File: config.mk
export PLATFORM = sky130hd
export DESIGN_NAME = add_seq_ctrl
export DESIGN_NICKNAME = d
export VERILOG_FILES = /design/src/rtl/add_seq_ctrl.sv
export SDC_FILE = /design/constraint.sdc
export NUM_CORES = 1
export LEC_CHECK = 0
export ABC_AREA = 1
export CORE_UTILIZATION = 50
export DETAILED_ROUTE_END_ITERATION = 10
export PLACE_DENSITY = 0.83
export SYNTH_ARGS = -nofsm -noshare
export SYNTH_HDL_FRONTEND = slang
export SYNTH_SLANG_ARGS = --single-unit
File: constraint.sdc
create_clock -name clk -period 3.2 [get_ports clk]
set_clock_uncertainty 0.05 [all_clocks]
set_input_delay 0.64 -clock clk [delete_from_list [all_inputs] [get_ports clk]]
set_output_delay 0.64 -clock clk [all_outputs]
set_load 0.005 [all_outputs]
File: src/rtl/add_seq_ctrl.sv
// add_seq_ctrl: sequential W = N*K bit adder/subtractor.
// One N-bit adder slice is reused over K cycles, least-significant slice first.
// The carry between slices is held in a register.
// Requests arrive on a valid/ready command port; results leave on a valid/ready result port.
// Optional macro ADD_SEQ_EARLY_EXIT_EN lets an add finish early. It applies when the
// remaining operand bits are zero and no carry is pending.
module add_seq_ctrl #(
    parameter int unsigned N = 4,
    parameter int unsigned K = 4
) (
    input  logic           clk,
    input  logic           rst,
    input  logic           start_valid,
    output logic           start_ready,
    input  logic [N*K-1:0] a,
    input  logic [N*K-1:0] b,
    input  logic           cin,
    input  logic           op,
    output logic           res_valid,
    input  logic           res_ready,
    output logic [N*K-1:0] sum,
    output logic           cout,
    output logic           ovf
);

    localparam int unsigned W    = N * K;
    localparam int unsigned CntW = (K > 1) ? $clog2(K) : 1;
    localparam logic [CntW-1:0] LastCnt = CntW'(K - 1);

    typedef enum logic [1:0] {StIdle, StRun, StDone} state_e;

    state_e          state_q, state_d;
    logic [W-1:0]    a_q, a_d, b_q, b_d, sum_q, sum_d;
    logic            carry_q, carry_d, cout_q, cout_d, ovf_q, ovf_d;
    logic [CntW-1:0] cnt_q, cnt_d;

    logic            accept;
    logic            last_slice;
    logic [N-1:0]    slice_a, slice_b, slice_sum;
    logic            slice_co;
    logic            early_exit;

    assign accept     = (state_q == StIdle) && start_valid;
    assign last_slice = (cnt_q == LastCnt);

    // Shared N-bit slice adder fed by the current slice of A, B' and the carry register
    always_comb begin
        slice_a = a_q[N*cnt_q +: N];
        slice_b = b_q[N*cnt_q +: N];
        {slice_co, slice_sum} = {1'b0, slice_a} + {1'b0, slice_b} + {{N{1'b0}}, carry_q};
    end

`ifdef ADD_SEQ_EARLY_EXIT_EN
    logic op_q, op_d;
    logic upper_zero;

    // Remember the operation kind; early exit is only legal for add
    always_comb begin
        op_d = accept ? op : op_q;
    end

    // Operation kind register
    always_ff @(posedge clk) begin
        if (rst) begin
            op_q <= 1'b0;
        end else begin
            op_q <= op_d;
        end
    end

    // Exit early when nothing above this slice can change the result
    always_comb begin
        upper_zero = (((a_q | b_q) >> (N * (32'(cnt_q) + 32'd1))) == '0);
        early_exit = (state_q == StRun) && !op_q && !slice_co && upper_zero && !last_slice;
    end
`else
    assign early_exit = 1'b0;
`endif

    // State register
    always_ff @(posedge clk) begin
        if (rst) begin
            state_q <= StIdle;
        end else begin
            state_q <= state_d;
        end
    end

    // Next-state logic
    always_comb begin
        state_d = state_q;
        unique case (state_q)
            StIdle: if (start_valid) state_d = StRun;
            StRun:  if (last_slice || early_exit) state_d = StDone;
            StDone: if (res_ready) state_d = StIdle;
            default: state_d = StIdle;
        endcase
    end

    // Datapath next state: capture on accept, one slice per RUN cycle, hold otherwise
    always_comb begin
        a_d     = a_q;
        b_d     = b_q;
        sum_d   = sum_q;
        carry_d = carry_q;
        cout_d  = cout_q;
        ovf_d   = ovf_q;
        cnt_d   = cnt_q;
        if (accept) begin
            a_d     = a;
            b_d     = op ? ~b : b;
            carry_d = op | cin;
            cnt_d   = '0;
            sum_d   = '0;
            cout_d  = 1'b0;
            ovf_d   = 1'b0;
        end else if (state_q == StRun) begin
            sum_d[N*cnt_q +: N] = slice_sum;
            carry_d             = slice_co;
            // Return to zero after the last slice so the counter stays within 0..K-1
            cnt_d               = last_slice ? '0 : cnt_q + CntW'(1);
            if (last_slice) begin
                cout_d = slice_co;
                ovf_d  = (a_q[W-1] == b_q[W-1]) && (slice_sum[N-1] != a_q[W-1]);
            end else if (early_exit) begin
                cout_d = 1'b0;
                ovf_d  = 1'b0;
                cnt_d  = '0;
            end
        end
    end

    // Datapath registers
    always_ff @(posedge clk) begin
        if (rst) begin
            a_q     <= '0;
            b_q     <= '0;
            sum_q   <= '0;
            carry_q <= 1'b0;
            cout_q  <= 1'b0;
            ovf_q   <= 1'b0;
            cnt_q   <= '0;
        end else begin
            a_q     <= a_d;
            b_q     <= b_d;
            sum_q   <= sum_d;
            carry_q <= carry_d;
            cout_q  <= cout_d;
            ovf_q   <= ovf_d;
            cnt_q   <= cnt_d;
        end
    end

    // Outputs are pure decodes of registered state
    always_comb begin
        start_ready = (state_q == StIdle);
        res_valid   = (state_q == StDone);
        sum         = sum_q;
        cout        = cout_q;
        ovf         = ovf_q;
    end

endmodule

==> impl_metrics.env <==
export IMPL_dp_hpwl_mm=4.36
export IMPL_floorplan_initialDensity_pct=52.1
export IMPL_irDropWorstVdd_v=0.000244
export IMPL_grt_pass1_wl_mm=9.68
export IMPL_setup_tns_ns=0
export IMPL_wire_per_inst_um=12.9
export IMPL_yosys_warnings=0
export IMPL_period_share_pct=86.4
export IMPL_grt_setup_unrepaired="false"
export IMPL_synth_seq_area_share_pct=41.1
export IMPL_switching_share_pct=27.0
export IMPL_port_buffers=57
export IMPL_post_cts_buffers=0
export IMPL_diodes=0
export IMPL_fill_cells=456
export IMPL_worstSetupPathType="flip-flop to flip-flop"
export IMPL_ys_top_cells_by_area="dfxtp_1, nor2_1, nand2_1"
export IMPL_num_io_pins=58
export IMPL_p_total_mw=1.49
export IMPL_design_die_area_um2=5650
export IMPL_pre_cts_ws_ns=0.579
export IMPL_synth_avg_cell_area_um2=8.09
export IMPL_netlist_area_um2=2680
export IMPL_drv_slew=0
export IMPL_ant_nets=0
export IMPL_end_kind="flip-flop"
export IMPL_fin_nets=432
export IMPL_seqPwrFrac_pct=50.4
export IMPL_routed_wl_met2_mm=2.92
export IMPL_coreArea_um2=5140
export IMPL_synth_async_reset_ratio_pct=0
export IMPL_die_h_um=75.2
export IMPL_status="finished clean"
export IMPL_clk_pin_slew_ns=0.09
export IMPL_slew_headroom_pct=39.4
export IMPL_area_delta_synth_final_pct=25.5
export IMPL_cts_sinks=55
export IMPL_htree_levels=2
export IMPL_die_w_um=75.2
export IMPL_hold_buffers=0
export IMPL_multiInputGateArea_um2=1410
export IMPL_antenna_found_initial=0
export IMPL_overflow=0
export IMPL_gp_congestion=0.856
export IMPL_drc_errors=0
export IMPL_yosysMostFrequentCell="nor2_1"
export IMPL_grt_pass1_vias=2116
export IMPL_cts_tree="built"
export IMPL_m1WireLength_mm=2.55
export IMPL_drive_above_1_share_pct=11.0
export IMPL_syn_nets=380
export IMPL_setup_viol_count_final=0
export IMPL_cts_buffer_depth=2
export IMPL_ys_ff_latch=55
export IMPL_ys_top_cells_by_count="nor2_1, dfxtp_1, nand2_1"
export IMPL_regArea_um2=1100
export IMPL_synth_area_leader_cell="dfxtp_1"
export IMPL_fin_crit_ns=2.77
export IMPL_p_leak_nw=1.24
export IMPL_power_frac_comb_pct=20.3
export IMPL_synthCells=331
export IMPL_yosys_most_used_dff="dfxtp_1"
export IMPL_grt_use_total_pct=22.4
export IMPL_netlist_area_leader_share_pct=41.1
export IMPL_cts_made_buffers=5
export IMPL_fmaxAchievable_mhz=362
export IMPL_power_internal_mw=1.09
export IMPL_power_density_nw_per_um2=443
export IMPL_arrival_ns=2.96
export IMPL_hold_viol_final=0
export IMPL_drtPass1Iterations=4
export IMPL_cap_violations=0
export IMPL_std_cell_rows=26
export IMPL_drtIter0Drc=160
export IMPL_clkPwrFrac_pct=29.3
export IMPL_wl_mm=5.83
export IMPL_synth_cell_types=35
export IMPL_hp_class="flip-flop to flip-flop"
export IMPL_worst_pin_slew_ns=0.906
export IMPL_worst_hold_slack_ns=0.417
export IMPL_synth_edf_count=0
export IMPL_crit_path_max_fanout=13
export IMPL_clockRootBuffer="clkbuf_8"
export IMPL_critPathLaunchType="flip-flop"
export IMPL_routed_via_density=5.20
export IMPL_top_layer="met4"
export IMPL_clkLatencyLatePin_ns=0.30
export IMPL_fin_util_pct=65.4
export IMPL_dr_total_vias=2355
export IMPL_grt_max_degree=26
export IMPL_crit_required_ns=3.40
export IMPL_cts_resized=0
export IMPL_power_switching_mw=0.402
export IMPL_met3WireLength_um=297
export IMPL_postLayoutSetupSlackWorst_ns=0.434
## path summary, 6_finish.rpt
kind	from	to	slack (ns)	cells past startpoint
hold reg to reg	b_q[11]	b_q[11]	0.42	2
hold / removal	b_q[11]	b_q[11]	0.42	2
setup reg to reg	cnt_q[1]	sum[14]	0.43	10
setup / recovery	cnt_q[1]	sum[14]	0.43	10
## cell families (layout without fill, tap and decap cells)
kind of cell / count (synthesis) / count (layout) / synth area share [%]
simple gates: 134 / 134 / 22.4
compound gates: 83 / 83 / 19.1
flops: 55 / 55 / 41.1
buf+inv: 31 / 83 / 6.12
xor+xnor: 17 / 17 / 5.56
fa+ha+maj: 11 / 11 / 5.70
## registers in the layout (all words and copies together) (netlist names)
signal	flops
ovf	1
state_q	2
cnt_q	2
b_q	16
carry_q	1
cout	1
a_q	16
sum	16
## layout make-up
type,count,area share [%]
Sequential cell,55,32.8
Clock inverter,1,0.894
Inverter,16,1.86
Tap cell,70,2.61
Timing Repair Buffer,60,17.7
Clock buffer,6,2.16
Multi-Input combinational cell,245,42.0
## critical path: stages (launching register included)
cell and delay, ns:
dfxtp_1 0.58, inv_1 0.27, o21ai_0 0.16, o22ai_1 0.13
fa_1 0.45, fa_1 0.42, xor2_1 0.25, nand2_1 0.09
nor2_1 0.14, a22oi_1 0.09, nor2_1 0.08
## power by group through the flow
stage                     combinational, mW  clock [mW]  sequential, mW
after floorplan                       0.210           0           0.757
after global placement                0.291           0           0.766
after detailed placement              0.298           0           0.766
after CTS                             0.301       0.441           0.751
after global routing                  0.334       0.466           0.756
final                                 0.302       0.436           0.751
## layout by cell type (no fill, tap or decap), types with 2 or more instances in the layout
cell type	instances
nand3_1	7
o22ai_1	8
inv_1	9
a22oi_1	4
a211oi_2	4
fa_1	2
o21ai_1	10
o21ai_2	10
nand2_2	3
nor2_2	5
inv_2	5
ha_1	9
nand2_1	47
o21ai_0	26
nand4_1	3
xnor2_1	16
dfxtp_1	55
clkbuf_8	5
clkdlybuf4s50_1	57
buf_4	3
nand2_4	3
a21oi_1	17
nor2_1	63
## metal layers
metal	vias to the layer above	global-route usage, %
met3	8	3.75
li1	1202	-
met2	80	39.6
met5	-	0
met1	1065	28.7
met4	0	4.94
## per-stage QoR
stage / area, um^2 / cells
floorplan: 2680 / 331
global placement: 3260 / 446
detailed placement: 3260 / 446
CTS: 3360 / 453
global route: 3360 / 453
finish: 3360 / 453
(Power assumes the default switching activity.)
